## config.mk

```make
export PLATFORM = sky130hd
export DESIGN_NAME = transmit_packet
export DESIGN_NICKNAME = d
export VERILOG_FILES = /design/src/rtl/transmit_packet.sv
export SDC_FILE = /design/constraint.sdc
export NUM_CORES = 1
export LEC_CHECK = 0
export CORE_MARGIN = 1.5
export CORE_UTILIZATION = 50
export CTS_CLUSTER_SIZE = 24
export DETAILED_ROUTE_END_ITERATION = 8
export HOLD_SLACK_MARGIN = 0.03
export PLACE_DENSITY = 0.81
export SYNTH_ARGS = -nofsm -noshare
export SYNTH_HDL_FRONTEND = slang
export SYNTH_SLANG_ARGS = --single-unit
```

## constraint.sdc

```tcl
create_clock -name clk_original -period 3.1 [get_ports clk_original]
set_input_delay 0.62 -clock clk_original [delete_from_list [all_inputs] [get_ports clk_original]]
set_output_delay 0.62 -clock clk_original [all_outputs]
set_load 0.1 [all_outputs]
```

## src/rtl/transmit_packet.sv

```systemverilog
// transmit_packet: reads one packet from the shared 1024x32 packet RAM through
// an Avalon-MM read master and streams it byte-wise (little-endian lanes) onto
// the MAC TX Avalon-ST FIFO interface, framed with sop/eop. One descriptor in
// flight at a time; no read-ahead, so each word costs 1 + READ_LATENCY + 4 cycles.
module transmit_packet #(
   parameter int READ_LATENCY = 2,
   parameter int LEN_W        = 12
) (
   input  logic             clk_original,
   input  logic             rst,
   input  logic             pkt_valid,
   output logic             pkt_ready,
   input  logic [9:0]       pkt_base,
   input  logic [LEN_W-1:0] pkt_len,
   output logic [9:0]       ram_addr,
   output logic             ram_chipselect,
   output logic             ram_read,
   input  logic [31:0]      ram_readdata,
   output logic [3:0]       ram_byteenable,
   output logic [7:0]       ff_tx_data,
   output logic             ff_tx_sop,
   output logic             ff_tx_eop,
   output logic             ff_tx_wren,
   input  logic             ff_tx_rdy,
   output logic             ff_tx_err,
   output logic             ff_tx_crc_fwd,
   output logic             tx_busy,
   output logic             tx_done,
   output logic [15:0]      tx_pkt_count
);

   typedef enum logic [1:0] {IDLE, RD_REQ, RD_WAIT, SEND} state_t;

   localparam logic [1:0] LAT_INIT = 2'(READ_LATENCY - 1);

   state_t           r_state;
   state_t           w_next;
   logic [9:0]       r_addr;
   logic [LEN_W-1:0] r_rem;
   logic [31:0]      r_word;
   logic [1:0]       r_lane;
   logic [2:0]       r_lanes;
   logic [1:0]       r_lat;
   logic             r_first;
   logic             r_busy;
   logic             r_done;
   logic [15:0]      r_count;

   logic             w_accept;
   logic             w_xfer;
   logic             w_last_lane;
   logic             w_last_byte;
   logic [2:0]       w_lanes;

   // Zero-length descriptors are consumed in IDLE but never start a transfer.
   assign w_accept    = pkt_valid && (r_state == IDLE) && (pkt_len != '0);
   assign w_xfer      = (r_state == SEND) && ff_tx_rdy;
   assign w_last_byte = (r_rem == LEN_W'(1));
   assign w_last_lane = ({1'b0, r_lane} == (r_lanes - 3'd1));
   assign w_lanes     = (r_rem >= LEN_W'(4)) ? 3'd4 : r_rem[2:0];

   assign ram_byteenable = 4'hF;
   assign ff_tx_err      = 1'b0;
   assign ff_tx_crc_fwd  = 1'b0;
   assign tx_busy        = r_busy;
   assign tx_done        = r_done;
   assign tx_pkt_count   = r_count;

   // State register.
   always_ff @(posedge clk_original or posedge rst) begin
      if (rst) r_state <= IDLE;
      else     r_state <= w_next;
   end

   // Next-state logic and state-decoded Avalon-MM / Avalon-ST outputs.
   always_comb begin
      w_next         = r_state;
      pkt_ready      = 1'b0;
      ram_chipselect = 1'b0;
      ram_read       = 1'b0;
      ram_addr       = '0;
      ff_tx_wren     = 1'b0;
      ff_tx_data     = '0;
      ff_tx_sop      = 1'b0;
      ff_tx_eop      = 1'b0;
      case (r_state)
         IDLE: begin
            pkt_ready = 1'b1;
            if (w_accept) w_next = RD_REQ;
         end
         RD_REQ: begin
            ram_chipselect = 1'b1;
            ram_read       = 1'b1;
            ram_addr       = r_addr;
            w_next         = RD_WAIT;
         end
         RD_WAIT: begin
            if (r_lat == 2'd0) w_next = SEND;
         end
         SEND: begin
            ff_tx_wren = 1'b1;
            ff_tx_data = r_word[8*r_lane +: 8];
            ff_tx_sop  = r_first;
            ff_tx_eop  = w_last_byte;
            if (w_xfer && w_last_lane) w_next = w_last_byte ? IDLE : RD_REQ;
         end
         default: w_next = IDLE;
      endcase
   end

   // Descriptor latch, read-latency countdown, word capture and lane/byte bookkeeping.
   always_ff @(posedge clk_original or posedge rst) begin
      if (rst) begin
         r_addr  <= '0;
         r_rem   <= '0;
         r_word  <= '0;
         r_lane  <= '0;
         r_lanes <= '0;
         r_lat   <= '0;
         r_first <= 1'b0;
         r_busy  <= 1'b0;
         r_done  <= 1'b0;
         r_count <= '0;
      end else begin
         r_done <= w_xfer && w_last_byte;
         case (r_state)
            IDLE: begin
               if (w_accept) begin
                  r_addr  <= pkt_base;
                  r_rem   <= pkt_len;
                  r_first <= 1'b1;
                  r_busy  <= 1'b1;
               end
            end
            RD_REQ: begin
               r_lat <= LAT_INIT;
            end
            RD_WAIT: begin
               if (r_lat == 2'd0) begin
                  r_word  <= ram_readdata;
                  r_lanes <= w_lanes;
                  r_lane  <= '0;
               end else begin
                  r_lat <= r_lat - 2'd1;
               end
            end
            SEND: begin
               if (w_xfer) begin
                  r_rem   <= r_rem - LEN_W'(1);
                  r_first <= 1'b0;
                  r_lane  <= r_lane + 2'd1;
                  if (w_last_lane) begin
                     if (w_last_byte) begin
                        r_busy  <= 1'b0;
                        r_count <= r_count + 16'd1;
                     end else begin
                        // 10-bit arithmetic: word 1023 wraps to word 0.
                        r_addr <= r_addr + 10'd1;
                     end
                  end
               end
            end
            default: ;
         endcase
      end
   end

endmodule
```

==> results.yml, run 1 <==
outcome:
  status: "complete, no violations"
finish:
  area_delta_synth_final_pct: 29.4
  antennaDiodeCount: 0
  design_area_mm2: 0.00586
  drive_above_1_share: 0.238
  instances_no_fill: 637
  nNetsFinal: 594
  fillers: 676
drt:
  vias: 3679
  wl_um: 10300
  drt_pass1_iterations: 5
  drc_errors: 0
  drtIter0Drc: 192
  ant_nets: 0
  post_drt_via_cell_ratio: 5.78
  detail_route.wl_per_cell_um: 16.2
sta:
  fin_setup_tns_ns: 0
  slew_headroom: 0.580
  worst_pin_slew_ns: 0.628
  drv_slew: 0
  finalHoldViolations: 0
  fin_crit_sh: 0.938
  setup_violations: 0
  fmax_ghz: 0.344
  rsz0062_at_grt: "false"
  post-route-min-period_ns: 2.91
  fin_skew_ns: 0.00944
synthesis:
  synth_most_common_cell: "dfrtp_1"
  yosysWarnings: 0
  synth.top_cell.area_share: 0.454
  ys_top_cells_by_count: "dfrtp_1, mux2_2, nor2_1"
  synth_seq_area_share: 0.454
  ys_ff_latch: 82
  syn_area_mm2: 0.00452
  synth_area_leader_cell: "dfrtp_1"
  synth_compound_area_frac: 0.134
  synth.avg_cell_area_um2: 10.7
  synth_top_family_by_area: "simple AND/OR/NAND/NOR gates"
  synthXorXnorAreaFrac: 0.0368
  synthMuxAreaShare: 0.124
  synthArstFlopShare: 1.00
  yosys.area_share.simple: 0.167
  synth_area_leaders: "dfrtp_1, mux2_2, mux4_2"
  synth_edf_count: 0
  synthFlopType: "dfrtp_1"
  syn_inst: 423
  synth_fa_ha_area_frac: 0.0332
  yosysUniqueCellTypes: 58
place:
  placed_cells: 621
  gp_congestion: 0.854
  dpl-instance-area_mm2: 0.00567
  hpwl_um: 7550
  port_buffers: 99
clocking:
  cts-root-buf: "clkbuf_8"
  numCtsBuffers: 9
  ctsHoldBuffers: 0
  cts.clk_slew.worst_paths_ns: 0.08
  cts_setup_buffers: 0
  htreeDepth: 3
  ctsResizeCount: 0
  clkSinkCount: 82
  insertion_delay_ns: 0.35
  cts_tree: "done"
  clockBufferDepth: 2
floorplanning:
  die_w_um: 98.1
  start_util: 0.516
  dieHeight_um: 98.1
  fp.coreArea_mm2: 0.00876
  dieArea_mm2: 0.00963
  ioPinCount: 106
  rows: 34
critical_path:
  critPathKind: "reg -> out"
  worstPathRequired_ns: 2.48
  worst_setup_path_end_kind: "primary output"
  cp.arrival_ns: 2.29
  critical_path.max_fanout: 8
  cp-start-kind: "flop"
grt:
  grt_pass1_wl_um: 17400
  grt-ovfl-total: 0
  grt_pass1_vias: 3654
  grt_use_total: 0.222
  antenna_found_initial: 0
  grt_start_max_net_pins: 51
power_and_ir_drop:
  p_per_area_mw_per_mm2: 485
  p_leak_nw: 2.57
  vdd_drop_max_v: 0.000454
run:
  max-cap-violations: 0
worst_hold_path:
  hold_path.class: "reg -> reg"
[cell type report]
| cell class | count | area [um2] | area share |
|---|---|---|---|
| clock buffers | 12 | 155 | 0.0265 |
| clock inverters | 4 | 33.8 | 0.00577 |
| inverters | 20 | 76.3 | 0.0130 |
| multi-input cells | 300 | 2260 | 0.387 |
| flip-flops and latches | 82 | 2050 | 0.350 |
| well taps | 108 | 135 | 0.0231 |
| repair buffers | 111 | 1140 | 0.194 |
[worst max-delay path, cell delays in order, from the launching register on]
cell	delay (ns)
dfrtp_1	0.44
nor3_1	0.46
nand4_1	0.48
inv_1	0.34
buf_12	0.21
[power breakdown]
group	total, W	internal [W]	switching [W]	leakage, nW
clock network	0.000726	0.000341	0.000386	0.0932
logic	0.000844	0.000371	0.000473	1.46
registers	0.00127	0.00115	0.000119	1.01
[flip-flops by register name, summed over array words and instances (netlist names)]
signal	flops
tx_busy	1
r_addr	10
r_lanes	3
r_rem	12
r_lane	2
r_lat	2
r_first	1
r_word	32
r_state	2
tx_pkt_count	16
tx_done	1
[path summary, 6_finish.rpt]
check / from / endpoint / slack, ns / cells after the start
min reg2reg: tx_pkt_count[15]$_DFFE_PP0P_ / tx_pkt_count[15]$_DFFE_PP0P_ / 0.48 / 1
min: tx_pkt_count[15]$_DFFE_PP0P_ / tx_pkt_count[15]$_DFFE_PP0P_ / 0.48 / 1
max reg2reg: r_lane[1]$_DFFE_PP0P_ / r_addr[8]$_DFFE_PP0P_ / 0.59 / 5
min in group asynchronous: rst / r_addr[2]$_DFFE_PP0P_ / 0.64 / 2
max in group asynchronous: rst / r_state[0]$_DFFE_PP0P_ / 1.80 / 3
max: r_rem[5]$_DFFE_PP0P_ / ff_tx_eop / 0.19 / 4
[placed cells by master, fill, tap and decap left out, drive strengths merged, types with 7 or more instances in the layout]
cell type,count
and3,8
dfrtp,82
inv,20
nand2,25
mux4,8
buf,54
clkdlybuf4s50,57
nor2,28
xor2,7
ha,12
xnor2,12
o21ai,17
and2,20
nand4,12
nor3,9
a2bb2oi,7
mux2,34
nand3,16
clkbuf,12
a21oi,19
o22ai,9
[cells by family (layout without fill, tap and decap cells)]
group | count (synthesis) | in the layout
flops | 82 | 82
xor+xnor | 19 | 19
compound gates | 82 | 82
mux | 42 | 42
buf+inv | 45 | 147
fa+ha+maj | 12 | 12
simple gates | 139 | 139
other cells | 2 | 6
[layer usage]
metal / track usage / share of wire
met4: 0.0560 / 0.011
met5: 0 / 0
met1: 0.283 / 0.43
met2: 0.376 / 0.50
met3: 0.0587 / 0.065
[through the flow]
stage,power [W],hold slack [ns],setup WS [ns],util
6_report,0.00284,0.476,0.192,0.668
5_1_grt,0.00298,0.506,0.0188,0.668
4_1_cts,0.00287,0.481,0.158,0.668
3_5_place_dp,0.00214,0.469,0.137,0.647
3_3_place_gp,0.00211,0.460,0.192,0.647
2_1_floorplan,0.00181,0.449,0.0981,-
(Power assumes the default switching activity.)
==> inputs of run 2 (changes only) <==
--- a/config.mk
+++ b/config.mk
@@ -10,6 +10,7 @@
 export CTS_CLUSTER_SIZE = 24
 export DETAILED_ROUTE_END_ITERATION = 8
 export HOLD_SLACK_MARGIN = 0.03
+export MAX_ROUTING_LAYER = met4
 export PLACE_DENSITY = 0.81
 export SYNTH_ARGS = -nofsm -noshare
 export SYNTH_HDL_FRONTEND = slang
==> run 2 against run 1 <==
Register-to-register slack better by 0.07 ns. Clock skew is 0.0042 ns higher. Via count is 0.14% lower. Combinational power hardly changed. Hold slack hardly changed. Cell area is 0.62% higher. Global-route usage is 1.3 points higher. Largest cell class unchanged.
==> results.yml, run 2 (synthesis gave the netlist of run 1 again) <==
critical_path:
  worstPathRequired_ns: 2.48
  cp-start-kind: "flop"
  path_delay_family: "simple AND/OR/NAND/NOR gates"
  max_stage_delay_ns: 0.49
  crit_buf_inv: 2
  cp.arrival_ns: 2.27
  worst_setup_path_end_kind: "primary output"
  critical_path.max_fanout: 8
  critPathKind: "reg -> out"
  crit_slowest_cell: "nor4_1"
  path_cells: "nor4_1 -> nand4_1 -> inv_1 -> buf_12"
grt:
  grt-ovfl-total: 0
  grt_pass1_wl_um: 17700
  grt_use_total: 0.234
  grt_pass1_vias: 3668
  antenna_found_initial: 0
  grt_start_max_net_pins: 54
finish:
  area_delta_synth_final_pct: 30.2
  fillers: 688
  antennaDiodeCount: 0
  nNetsFinal: 594
  largest_reg_flops: 32
  largest-register: "r_word"
  seqCellArea_mm2: 0.00205
  final_common_cell: "dfrtp_1"
  drive_above_1_share: 0.240
  multi_input_area_mm2: 0.00226
  mostFrequentLayoutCells: "dfrtp_1, clkdlybuf4s50_1, buf_4, mux2_2, nor2_1"
worst_hold_path:
  hold_path.class: "reg -> reg"
floorplanning:
  start_util: 0.516
  dieHeight_um: 98.1
  die_w_um: 98.1
  rows: 34
  fp.coreArea_mm2: 0.00876
  dieArea_mm2: 0.00963
  ioPinCount: 106
sta:
  worst_pin_slew_ns: 0.615
  fin_skew_ns: 0.0137
  post-route-min-period_ns: 2.89
  setup_violations: 0
  fin_setup_tns_ns: 0
  fmax_ghz: 0.345
  rsz0062_at_grt: "false"
  finalHoldViolations: 0
  drv_slew: 0
  hold_slack_ns: 0.475
  slew_headroom: 0.589
  fin_crit_sh: 0.934
clocking:
  clkSinkCount: 82
  cts_tree: "done"
  cts.clk_slew.worst_paths_ns: 0.09
  ctsHoldBuffers: 0
  htreeDepth: 3
  numCtsBuffers: 9
  clockBufferDepth: 2
  cts_setup_buffers: 0
  cts-root-buf: "clkbuf_8"
  insertion_delay_ns: 0.36
  ctsResizeCount: 0
drt:
  vias: 3674
  drc_errors: 0
  ant_nets: 0
  wl_um: 10400
  detail_route.wl_per_cell_um: 16.4
  post_drt_via_cell_ratio: 5.77
  drt_pass1_iterations: 5
  drtIter0Drc: 181
power_and_ir_drop:
  p_per_area_mw_per_mm2: 507
  vdd_drop_max_v: 0.000437
  p_leak_nw: 2.58
outcome:
  status: "complete, no violations"
place:
  hpwl_um: 7690
  port_buffers: 99
  gp_congestion: 0.856
run:
  max-cap-violations: 0
==> run 2: cell count changes in the layout (fill, tap and decap cells not counted) <==
cell        delta
clkbuf_8       -2
bufinv_16      +2
clkbuf_1       -1
clkinvlp_4     +1
==> run 2: layer usage <==
| metal | GRT usage | vias up | wire (um) |
|---|---|---|---|
| met4 | 0.0912 | 0 | 180 |
| met5 | - | - | 0 |
| met1 | 0.286 | 1799 | 4440 |
| li1 | - | 1726 | - |
| met3 | 0.0429 | 22 | 582 |
| met2 | 0.387 | 127 | 5250 |
==> run 2: worst paths after layout <==
path	from	to	slack, ns	cells after the start
worst min-delay path	tx_pkt_count[15]$_DFFE_PP0P_	tx_pkt_count[15]$_DFFE_PP0P_	0.48	1
worst max-delay path	r_rem[10]$_DFFE_PP0P_	ff_tx_eop	0.21	4
worst min register to register	tx_pkt_count[15]$_DFFE_PP0P_	tx_pkt_count[15]$_DFFE_PP0P_	0.48	1
max in group asynchronous	rst	r_rem[3]$_DFFE_PP0P_	1.83	3
min in group asynchronous	rst	tx_pkt_count[0]$_DFFE_PP0P_	0.60	2
worst max register to register	r_lane[1]$_DFFE_PP0P_	r_addr[8]$_DFFE_PP0P_	0.66	5
==> run 2: report_power, final <==
group	leakage [nW]	switching (W)	total (W)	internal, W
clock network	0.106	0.000419	0.000878	0.000459
registers	1.01	0.000115	0.00127	0.00115
logic	1.46	0.000470	0.000842	0.000372
total	2.58	0.00100	0.00299	0.00198
==> run 2: final cells by class <==
cell class	count	share of cell area
clock buffer	9	0.0210
clock inverter	7	0.0172
inverter	20	0.0130
multi-input combinational	300	0.384
sequential	82	0.348
tap	108	0.0229
timing repair buffer	111	0.193
==> run 2: through the flow <==
stage	utilization	instance area [um2]	total power, W	instances	worst slack (ns)
floorplan	-	4540	0.00181	427	0.0981
global placement	0.647	5670	0.00211	621	0.190
detailed placement	0.647	5670	0.00213	621	0.115
CTS	0.672	5890	0.00301	637	0.217
global route	0.672	5890	0.00312	637	0.0422
finish	0.672	5890	0.00299	637	0.205
